**config.mk**
```make
export PLATFORM = sky130hd
export DESIGN_NAME = fle_fabric_param_flat
export DESIGN_NICKNAME = d
export VERILOG_FILES = /design/src/rtl/fle_pkg.sv /design/src/rtl/fle_fabric_param_if.sv /design/src/rtl/fle_cfg_chain.sv /design/src/rtl/fle_fabric_param.sv /design/src/flat_wrapper.sv
export SDC_FILE = /design/constraint.sdc
export NUM_CORES = 1
export LEC_CHECK = 0
export CORE_MARGIN = 2
export CORE_UTILIZATION = 35
export CTS_BUF_LIST = sky130_fd_sc_hd__clkbuf_8 sky130_fd_sc_hd__clkbuf_16
export CTS_CLUSTER_SIZE = 10
export DETAILED_ROUTE_END_ITERATION = 8
export PLACE_DENSITY = 0.54
export RECOVER_POWER = 25
export SKIP_CTS_REPAIR_TIMING = 1
export SLEW_MARGIN = 10
export SYNTH_ARGS = -nofsm -noshare
export SYNTH_HDL_FRONTEND = slang
export SYNTH_SLANG_ARGS = --single-unit
```
**constraint.sdc**
```tcl
create_clock -name fabric_clk -period 4.1 [get_ports fabric_clk]
set_input_delay 0.615 -clock fabric_clk [delete_from_list [all_inputs] [get_ports fabric_clk]]
set_output_delay 0.615 -clock fabric_clk [all_outputs]
set_load 0.1 [all_outputs]
```
**src/rtl/fle_pkg.sv**
```systemverilog
// rtl/fle_pkg.sv - mode encodings and config field offsets for the fracturable logic element
package fle_pkg;

  typedef enum logic [1:0] {
    MODE_SINGLE     = 2'b00,
    MODE_FRAC       = 2'b01,
    MODE_ARITH      = 2'b10,
    MODE_SINGLE_ALT = 2'b11
  } fle_mode_e;

  // Chain layout, LSB first: truth table, mode, dsel, osel
  function automatic int tt_bits(input int k);
    return 1 << k;
  endfunction

  function automatic int cfg_bits(input int k);
    return (1 << k) + 6;
  endfunction

  function automatic int mode_lsb(input int k);
    return 1 << k;
  endfunction

  function automatic int dsel_lsb(input int k);
    return (1 << k) + 2;
  endfunction

  function automatic int osel_lsb(input int k);
    return (1 << k) + 4;
  endfunction

endpackage

```
**src/rtl/fle_fabric_param_if.sv**
```systemverilog
// rtl/fle_fabric_param_if.sv - fabric-side data bus of the logic element
interface fle_fabric_param_if #(parameter int LUT_K = 4);
  logic [LUT_K-1:0] fabric_in;
  logic             fabric_cin;
  logic             fabric_cout;
  logic             fabric_reg_in;
  logic [1:0]       fabric_out;
  logic             fabric_reg_out;

  modport master (
    output fabric_in, fabric_cin, fabric_reg_in,
    input  fabric_cout, fabric_out, fabric_reg_out
  );

  modport slave (
    input  fabric_in, fabric_cin, fabric_reg_in,
    output fabric_cout, fabric_out, fabric_reg_out
  );
endinterface

```
**src/rtl/fle_cfg_chain.sv**
```systemverilog
// rtl/fle_cfg_chain.sv - serial configuration shift register with saturating load counter
module fle_cfg_chain
  import fle_pkg::*;
#(
  parameter int CFG_BITS = cfg_bits(4)
) (
  input  logic                clk,
  input  logic                rst,
  input  logic                shift_en,
  input  logic                head,
  output logic [CFG_BITS-1:0] cfg,
  output logic                done
);

  localparam int CW = $clog2(CFG_BITS + 1);

  logic [CW-1:0] count;

  always_ff @(posedge clk or posedge rst) begin
    if (rst) begin
      cfg   <= '0;
      count <= '0;
    end else if (shift_en) begin
      cfg <= {cfg[CFG_BITS-2:0], head};
      if (count != CW'(CFG_BITS)) count <= count + 1'b1;
    end
  end

  assign done = (count == CW'(CFG_BITS));

endmodule

```
**src/rtl/fle_fabric_param.sv**
```systemverilog
// rtl/fle_fabric_param.sv - fracturable K-LUT logic element with carry and two output registers
// Optional scan path on ff0/ff1 enabled by defining FLE_SCAN_EN.
module fle_fabric_param
  import fle_pkg::*;
#(
  parameter int LUT_K = 4
) (
  input  logic fabric_clk,
  input  logic fabric_reset,
  input  logic ccff_shift_en,
  input  logic ccff_head,
  output logic ccff_tail,
  output logic cfg_done,
`ifdef FLE_SCAN_EN
  input  logic test_enable,
  input  logic fabric_sc_in,
  output logic fabric_sc_out,
`endif
  fle_fabric_param_if.slave bus
);

  localparam int CFG_BITS = cfg_bits(LUT_K);
  localparam int TT       = tt_bits(LUT_K);
  localparam int HALF     = TT / 2;

  logic [CFG_BITS-1:0] cfg;
  logic [TT-1:0]       tt;
  logic [HALF-1:0]     tt_lo;
  logic [HALF-1:0]     tt_hi;
  fle_mode_e           mode;
  logic [1:0]          dsel;
  logic [1:0]          osel;
  logic                full, lo, hi;
  logic [1:0]          lut_out;
  logic                cout;
  logic                ff0, ff1;
  logic                capture;

  fle_cfg_chain #(.CFG_BITS(CFG_BITS)) u_cfg (
    .clk      (fabric_clk),
    .rst      (fabric_reset),
    .shift_en (ccff_shift_en),
    .head     (ccff_head),
    .cfg      (cfg),
    .done     (cfg_done)
  );

  assign tt    = cfg[TT-1:0];
  assign tt_lo = tt[HALF-1:0];
  assign tt_hi = tt[TT-1:HALF];
  assign mode  = fle_mode_e'(cfg[mode_lsb(LUT_K) +: 2]);
  assign dsel  = cfg[dsel_lsb(LUT_K) +: 2];
  assign osel  = cfg[osel_lsb(LUT_K) +: 2];

  // Both halves share the low K-1 inputs; the top input only selects within the full LUT
  assign full = tt[bus.fabric_in];
  assign lo   = tt_lo[bus.fabric_in[LUT_K-2:0]];
  assign hi   = tt_hi[bus.fabric_in[LUT_K-2:0]];

  always_comb begin
    lut_out = {full, lo};
    cout    = 1'b0;
    case (mode)
      MODE_FRAC:  lut_out = {hi, lo};
      MODE_ARITH: begin
        lut_out = {lo, lo ^ bus.fabric_cin};
        cout    = lo ? bus.fabric_cin : hi;
      end
      default: ;
    endcase
  end

  // Registers stay frozen while the chain is partially loaded or being rewritten
  assign capture = cfg_done & ~ccff_shift_en;

  always_ff @(posedge fabric_clk or posedge fabric_reset) begin
    if (fabric_reset) begin
      ff0 <= 1'b0;
      ff1 <= 1'b0;
`ifdef FLE_SCAN_EN
    end else if (test_enable) begin
      ff0 <= fabric_sc_in;
      ff1 <= ff0;
`endif
    end else if (capture) begin
      ff0 <= dsel[0] ? lut_out[0] : bus.fabric_reg_in;
      ff1 <= dsel[1] ? lut_out[1] : ff0;
    end
  end

  assign bus.fabric_out     = {osel[1] ? ff1 : lut_out[1], osel[0] ? ff0 : lut_out[0]};
  assign bus.fabric_reg_out = ff1;
  assign bus.fabric_cout    = cout;
  assign ccff_tail          = cfg[CFG_BITS-1];
`ifdef FLE_SCAN_EN
  assign fabric_sc_out      = ff1;
`endif

endmodule

```
**src/flat_wrapper.sv**
```systemverilog
// flat-port wrapper written by rule: the top's interface ports become plain ports
module fle_fabric_param_flat import fle_pkg::*;
#(
  parameter int LUT_K = 4
)
  (fabric_clk, fabric_reset, ccff_shift_en, ccff_head, ccff_tail, cfg_done, bus_fabric_in, bus_fabric_cin, bus_fabric_reg_in, bus_fabric_cout, bus_fabric_out, bus_fabric_reg_out);
  fle_fabric_param_if #(.LUT_K(LUT_K)) bus_i ();
  input  logic fabric_clk;
  input  logic fabric_reset;
  input  logic ccff_shift_en;
  input  logic ccff_head;
  output logic ccff_tail;
  output logic cfg_done;
  input wire logic [$bits(bus_i.fabric_in)-1:0] bus_fabric_in;
  input wire logic [$bits(bus_i.fabric_cin)-1:0] bus_fabric_cin;
  input wire logic [$bits(bus_i.fabric_reg_in)-1:0] bus_fabric_reg_in;
  output wire logic [$bits(bus_i.fabric_cout)-1:0] bus_fabric_cout;
  output wire logic [$bits(bus_i.fabric_out)-1:0] bus_fabric_out;
  output wire logic [$bits(bus_i.fabric_reg_out)-1:0] bus_fabric_reg_out;
  assign bus_i.fabric_in = bus_fabric_in;
  assign bus_i.fabric_cin = bus_fabric_cin;
  assign bus_i.fabric_reg_in = bus_fabric_reg_in;
  assign bus_fabric_cout = bus_i.fabric_cout;
  assign bus_fabric_out = bus_i.fabric_out;
  assign bus_fabric_reg_out = bus_i.fabric_reg_out;
  fle_fabric_param #(.LUT_K(LUT_K)) u_core (.fabric_clk(fabric_clk), .fabric_reset(fabric_reset), .ccff_shift_en(ccff_shift_en), .ccff_head(ccff_head), .ccff_tail(ccff_tail), .cfg_done(cfg_done), .bus(bus_i));
endmodule
```
==> impl_metrics.json, run 1 <==
{
  "outcome": "completed",
  "cts.path.max_buffers": 2,
  "via_per_inst": 4.84,
  "final_util_pct": 43.2,
  "wl_um": 2300,
  "hold_violations": 0,
  "syn_area_per_cell_um2": 12.8,
  "drc": 0,
  "internal_power_mw": 0.761,
  "maxCapViolCount": 0,
  "finalCriticalPeriod_ns": 3.24,
  "cts_tree": "built",
  "relSlewSlack_pct": 32.0,
  "worstMarginPinSlew_ns": 1.01,
  "die_h_um": 67.4,
  "yosysSeqAreaShare_pct": 51.6,
  "grt_pass1_wl_um": 3820,
  "post-route-period-util_pct": 79.0,
  "switching_share_pct": 40.5,
  "overflow": 0,
  "h-tree-depth": 2,
  "rsz0062_at_grt": "no",
  "cts_buffers": 5,
  "wl_per_cell_um": 12.8,
  "layout-drive-gt1-share_pct": 27.7,
  "multi_input_area_um2": 641,
  "drtPass1Iterations": 4,
  "finalSetupViolations": 0,
  "clock_sinks": 29,
  "dp_hpwl_um": 1640,
  "finClkSkew_ns": 0.00549,
  "netlist_instances": 110,
  "start_kind": "input pin",
  "clock_latency_ns": 0.27,
  "regArea_um2": 726,
  "final_max_slew_viol_count": 0,
  "ir_worst_vdd_mv": 0.355,
  "cp_max_fo": 3,
  "antenna_cells": 0,
  "dr_total_vias": 872,
  "n_fill_cell": 380,
  "place_congestion": 0.712,
  "synth-seq-cells": 29,
  "fmax_mhz": 309,
  "ios": 16,
  "fin_tns_setup_ns": 0,
  "critPathCaptureType": "output pin",
  "p_seq_share_pct": 38.9,
  "core_um2": 3940,
  "antenna_found_initial": 0,
  "yosysUniqueCellTypes": 23,
  "placementRows": 23,
  "leakagePower_nw": 0.752,
  "fin_nets": 143,
  "grt_usage_pct": 12.0,
  "die_w_um": 67.4,
  "crit_required_ns": 3.48,
  "power_mw": 1.28,
  "critPathKind": "input pin to output pin",
  "mappedNetlistNets": 124,
  "clk_pin_slew_worst_paths_ns": 0.06,
  "grt_pass1_vias": 829,
  "die-area_um2": 4540,
  "final_antenna_net_count": 0,
  "root_buffer": "clkbuf_8",
  "netlist_area_um2": 1410,
  "areaGrowthSynthToFinish_pct": 21.1,
  "cp.arrival_ns": 2.62,
  "grt_max_degree": 30,
  "io_buffer_count": 15,
  "drtIter0Drc": 35,
  "power_frac_comb_pct": 41.6,
  "yosysWarnings": 0,
  "power_frac_clock_pct": 19.5,
  "hold_class": "register to register",
  "powerDensity_nw_per_um2": 751,
  "switchingPower_mw": 0.518,
  "start_util_pct": 35.7
}
synth_stat cells, drive strengths merged:
cell type | n | area share (%)
o22ai | 1 | 0.45
dfrtp | 29 | 52
nand4b | 1 | 0.62
nor2b | 1 | 0.45
clkbuf | 3 | 0.80
o21ai | 10 | 3.6
ha | 4 | 3.6
xor2 | 1 | 0.62
o221a | 1 | 0.80
inv | 6 | 1.6
mux4 | 3 | 5.3
mux2i | 8 | 6.0
nand3 | 2 | 0.71
buf | 1 | 0.80
mux2 | 21 | 17
a211oi | 1 | 0.53
xnor2 | 3 | 1.9
nand2 | 8 | 2.1
nor2 | 5 | 1.3
nand4 | 1 | 0.45
flip-flops by register name, summed over array words and instances, names as in the netlist:
register	flops
u_core.bus.fabric_reg_out	1
u_core.ff0	1
u_core.u_cfg.count	5
u_core.u_cfg.cfg	22
power groups by stage:
| stage | combinational, mW | sequential (mW) | clock (mW) |
|---|---|---|---|
| after global routing | 0.574 | 0.517 | 0.273 |
| after CTS | 0.538 | 0.498 | 0.264 |
| after global placement | 0.526 | 0.499 | 0 |
| after detailed placement | 0.535 | 0.504 | 0 |
| final | 0.531 | 0.498 | 0.249 |
| after floorplan | 0.398 | 0.518 | 0 |
cell usage in the layout, fill, tap and decap left out, types with 3 or more instances in the layout:
| cell type | n |
|---|---|
| dfrtp_1 | 29 |
| ha_1 | 4 |
| clkbuf_8 | 7 |
| nor2_1 | 5 |
| xnor2_1 | 3 |
| mux2_2 | 21 |
| nand2_1 | 8 |
| mux2i_1 | 7 |
| o21ai_0 | 8 |
| inv_1 | 5 |
| buf_4 | 4 |
| clkdlybuf4s50_1 | 11 |
through the flow:
step           worst slack [ns]  hold WS [ns]  instance area, um^2  std cells
6_report                  0.862         0.469                 1700        180
4_1_cts                   0.842         0.479                 1700        180
3_3_place_gp              0.852         0.461                 1600        172
5_1_grt                   0.764         0.501                 1700        180
3_5_place_dp              0.844         0.467                 1600        172
2_1_floorplan             0.618         0.446                 1410        110
kinds of logic after synthesis:
| family | share of synthesized area, % |
|---|---|
| multiplexers | 28.1 |
| buffers and inverters | 3.20 |
| XOR/XNOR | 2.49 |
| AO/OA/AOI/OAI | 5.34 |
| flip-flops | 51.6 |
| adder cells (fa/ha/maj) | 3.56 |
| AND/OR/NAND/NOR | 5.69 |
layout make-up:
type / instances / share of cell area (%)
Timing Repair Buffer: 16 / 8.82
Clock buffer: 7 / 5.66
Inverter: 6 / 1.32
Tap cell: 50 / 3.67
Clock inverter: 1 / 0.294
Sequential cell: 29 / 42.6
Multi-Input combinational cell: 71 / 37.6
final timing paths:
| path | to | cells past startpoint | slack (ns) | from |
|---|---|---|---|---|
| max in group asynchronous | u_core.u_cfg.cfg[14]$_DFFE_PP0P_ | 2 | 2.73 | fabric_reset |
| worst max register to register | u_core.bus.fabric_reg_out$_DFFE_PP0P_ | 4 | 2.51 | u_core.u_cfg.cfg[11]$_DFFE_PP0P_ |
| worst min register to register | u_core.u_cfg.count[4]$_DFFE_PP0P_ | 1 | 0.47 | u_core.u_cfg.count[4]$_DFFE_PP0P_ |
| min in group asynchronous | u_core.u_cfg.count[0]$_DFFE_PP0P_ | 2 | 0.90 | fabric_reset |
| worst min-delay path | u_core.u_cfg.count[4]$_DFFE_PP0P_ | 1 | 0.47 | u_core.u_cfg.count[4]$_DFFE_PP0P_ |
| worst max-delay path | bus_fabric_out[1] | 6 | 0.86 | bus_fabric_in[1] |
worst max-delay path: stages:
cell and delay, ns:
clkdlybuf4s50_1 0.53, mux4_1 0.58, mux2i_2 0.26, o22ai_1 0.13
mux2_2 0.27, buf_4 0.23
metal layers:
layer  part of all wire, %  track usage, %
met1                    48            14.1
met2                    46            18.7
met3                   4.3            5.00
met4                   1.0            6.12
met5                     0               0
Note: power is estimated with default switching activity, not from simulation.
==> inputs of run 2 (changes only) <==
==> constraint.sdc (replaced) <==
create_clock -name fabric_clk -period 3.15 [get_ports fabric_clk]
set_input_delay 0.4725 -clock fabric_clk [delete_from_list [all_inputs] [get_ports fabric_clk]]
set_output_delay 0.4725 -clock fabric_clk [all_outputs]
set_load 0.1 [all_outputs]
==> impl_metrics.json, run 2 (same netlist as run 1, synthesis figures left out) <==
{
  "outcome": "complete, but fails checks",
  "violations": "capacitance limit, slew limit",
  "via_per_inst": 4.98,
  "ios": 16,
  "finClkSkew_ns": 0.00354,
  "drtIter0Drc": 56,
  "internal_power_mw": 1.05,
  "grt_usage_pct": 13.9,
  "overflow": 0,
  "critPathCapture": "bus_fabric_out[0]",
  "r2r-end": "u_core.bus.fabric_reg_out$_DFFE_PP0P_",
  "ir_worst_vdd_mv": 0.330,
  "multi_input_area_um2": 641,
  "rrSetupSlack_ns": 1.56,
  "maxCapViolCount": 1,
  "wl_per_cell_um": 13.6,
  "grt_pass1_wl_um": 4370,
  "die_w_um": 67.4,
  "switchingPower_mw": 0.699,
  "dp_hpwl_um": 1760,
  "final_antenna_net_count": 0,
  "start_util_pct": 35.7,
  "critPathCaptureType": "output pin",
  "root_buffer": "clkbuf_8",
  "io_buffer_count": 15,
  "clock_sinks": 29,
  "crit_required_ns": 2.68,
  "dr_total_vias": 902,
  "drc": 0,
  "placed_cells_incl_taps": 173,
  "cts.path.max_buffers": 2,
  "finalCriticalPeriod_ns": 2.95,
  "place_congestion": 0.744,
  "switching_share_pct": 40.0,
  "power_frac_comb_pct": 44.2,
  "finalSetupViolations": 0,
  "power_frac_clock_pct": 18.9,
  "relSlewSlack_pct": -3.84,
  "leakagePower_nw": 0.773,
  "antenna_found_initial": 0,
  "core_um2": 3940,
  "placementRows": 23,
  "r2r-start": "u_core.u_cfg.cfg[10]$_DFFE_PP0P_",
  "crit_start": "bus_fabric_in[0]",
  "final_max_slew_viol_count": 30,
  "grt_max_degree": 30,
  "largest_reg_flops": 22,
  "cts_tree": "built",
  "layout-drive-gt1-share_pct": 29.8,
  "final_cell_mix": "29 x dfrtp_1, 21 x mux2_2, 8 x o21ai_0, 8 x nand2_1, 8 x clkdlybuf4s50_1",
  "rsz0062_at_grt": "no",
  "clock_latency_ns": 0.28,
  "worstMarginPinSlew_ns": 1.56,
  "reg_top3": "u_core.u_cfg.cfg (22), u_core.u_cfg.count (5)",
  "fmax_mhz": 339,
  "cp.arrival_ns": 2.47,
  "post-route-period-util_pct": 93.5,
  "p_seq_share_pct": 36.9,
  "wl_um": 2470,
  "critPathKind": "input pin to output pin",
  "drtPass1Iterations": 4,
  "powerDensity_nw_per_um2": 1010,
  "die-area_um2": 4540,
  "antenna_cells": 0,
  "n_fill_cell": 376,
  "die_h_um": 67.4,
  "areaGrowthSynthToFinish_pct": 23.5,
  "final_common_cell": "dfrtp_1",
  "hold_violations": 0,
  "cp_max_fo": 5,
  "cts_buffers": 5,
  "layout.cells.non_filler": 181,
  "hold_class": "register to register",
  "h-tree-depth": 2,
  "r2r_cells": 4,
  "top_register": "u_core.u_cfg.cfg",
  "fin_nets": 144,
  "whs_ns": 0.482,
  "final_util_pct": 44.0,
  "start_kind": "input pin",
  "grt_pass1_vias": 937,
  "regArea_um2": 726,
  "clk_pin_slew_worst_paths_ns": 0.06
}
## run 2: changes by cell type in the layout (fill, tap and decap cells not counted)
cell	previous run	this run
buf_12	0	3
clkbuf_1	0	1
clkdlybuf4s50_1	11	8
clkinv_1	1	0
inv_1	5	6
## run 2: worst max-delay path: stages
cell and delay [ns]:
clkdlybuf4s50_1 0.66, mux2i_1 0.14, mux4_2 0.56, mux2i_1 0.18, o21ai_1 0.25, buf_12 0.21
## run 2: final cells by class
| class | instances | share of cell area (%) |
|---|---|---|
| clock inverter | 1 | 0.288 |
| timing repair buffer | 17 | 10.6 |
| sequential | 29 | 41.8 |
| inverter | 6 | 1.30 |
| multi-input combinational | 71 | 36.9 |
| tap | 50 | 3.60 |
| clock buffer | 7 | 5.55 |
## run 2: power groups by stage
stage	clock network (mW)	registers, mW	logic, mW
floorplan	0	0.674	0.518
global placement	0	0.647	0.756
detailed placement	0	0.653	0.775
CTS	0.344	0.647	0.780
global route	0.368	0.672	0.831
finish	0.330	0.646	0.772
## run 2: worst min path at each step
stage	startpoint	to	slack [ns]	depth (start not counted)
3_5_place_dp	u_core.u_cfg.count[4]$_DFFE_PP0P_	u_core.u_cfg.count[4]$_DFFE_PP0P_	0.47	1
3_3_place_gp	u_core.u_cfg.count[4]$_DFFE_PP0P_	u_core.u_cfg.count[4]$_DFFE_PP0P_	0.46	1
2_1_floorplan	u_core.u_cfg.count[4]$_DFFE_PP0P_	u_core.u_cfg.count[4]$_DFFE_PP0P_	0.45	1
6_report	u_core.u_cfg.count[4]$_DFFE_PP0P_	u_core.u_cfg.count[4]$_DFFE_PP0P_	0.48	1
5_1_grt	u_core.u_cfg.count[4]$_DFFE_PP0P_	u_core.u_cfg.count[4]$_DFFE_PP0P_	0.50	1
4_1_cts	u_core.u_cfg.count[4]$_DFFE_PP0P_	u_core.u_cfg.count[4]$_DFFE_PP0P_	0.48	1
## run 2: layer usage
layer  track usage, %  part of all wire [%]
met5                0                     0
met4             7.91                   1.8
met3             7.00                   6.4
met2             20.8                    47
met1             16.1                    45
## run 2: stage by stage
| step | TNS (ns) | power, mW | setup slack, ns | instance area (um^2) |
|---|---|---|---|---|
| CTS | 0 | 1.77 | 0.179 | 1740 |
| floorplan | -0.0469 | 1.19 | -0.0469 | 1410 |
| finish | 0 | 1.75 | 0.204 | 1740 |
| global route | 0 | 1.87 | 0.0849 | 1740 |
| detailed placement | 0 | 1.43 | 0.179 | 1640 |
| global placement | 0 | 1.40 | 0.209 | 1640 |
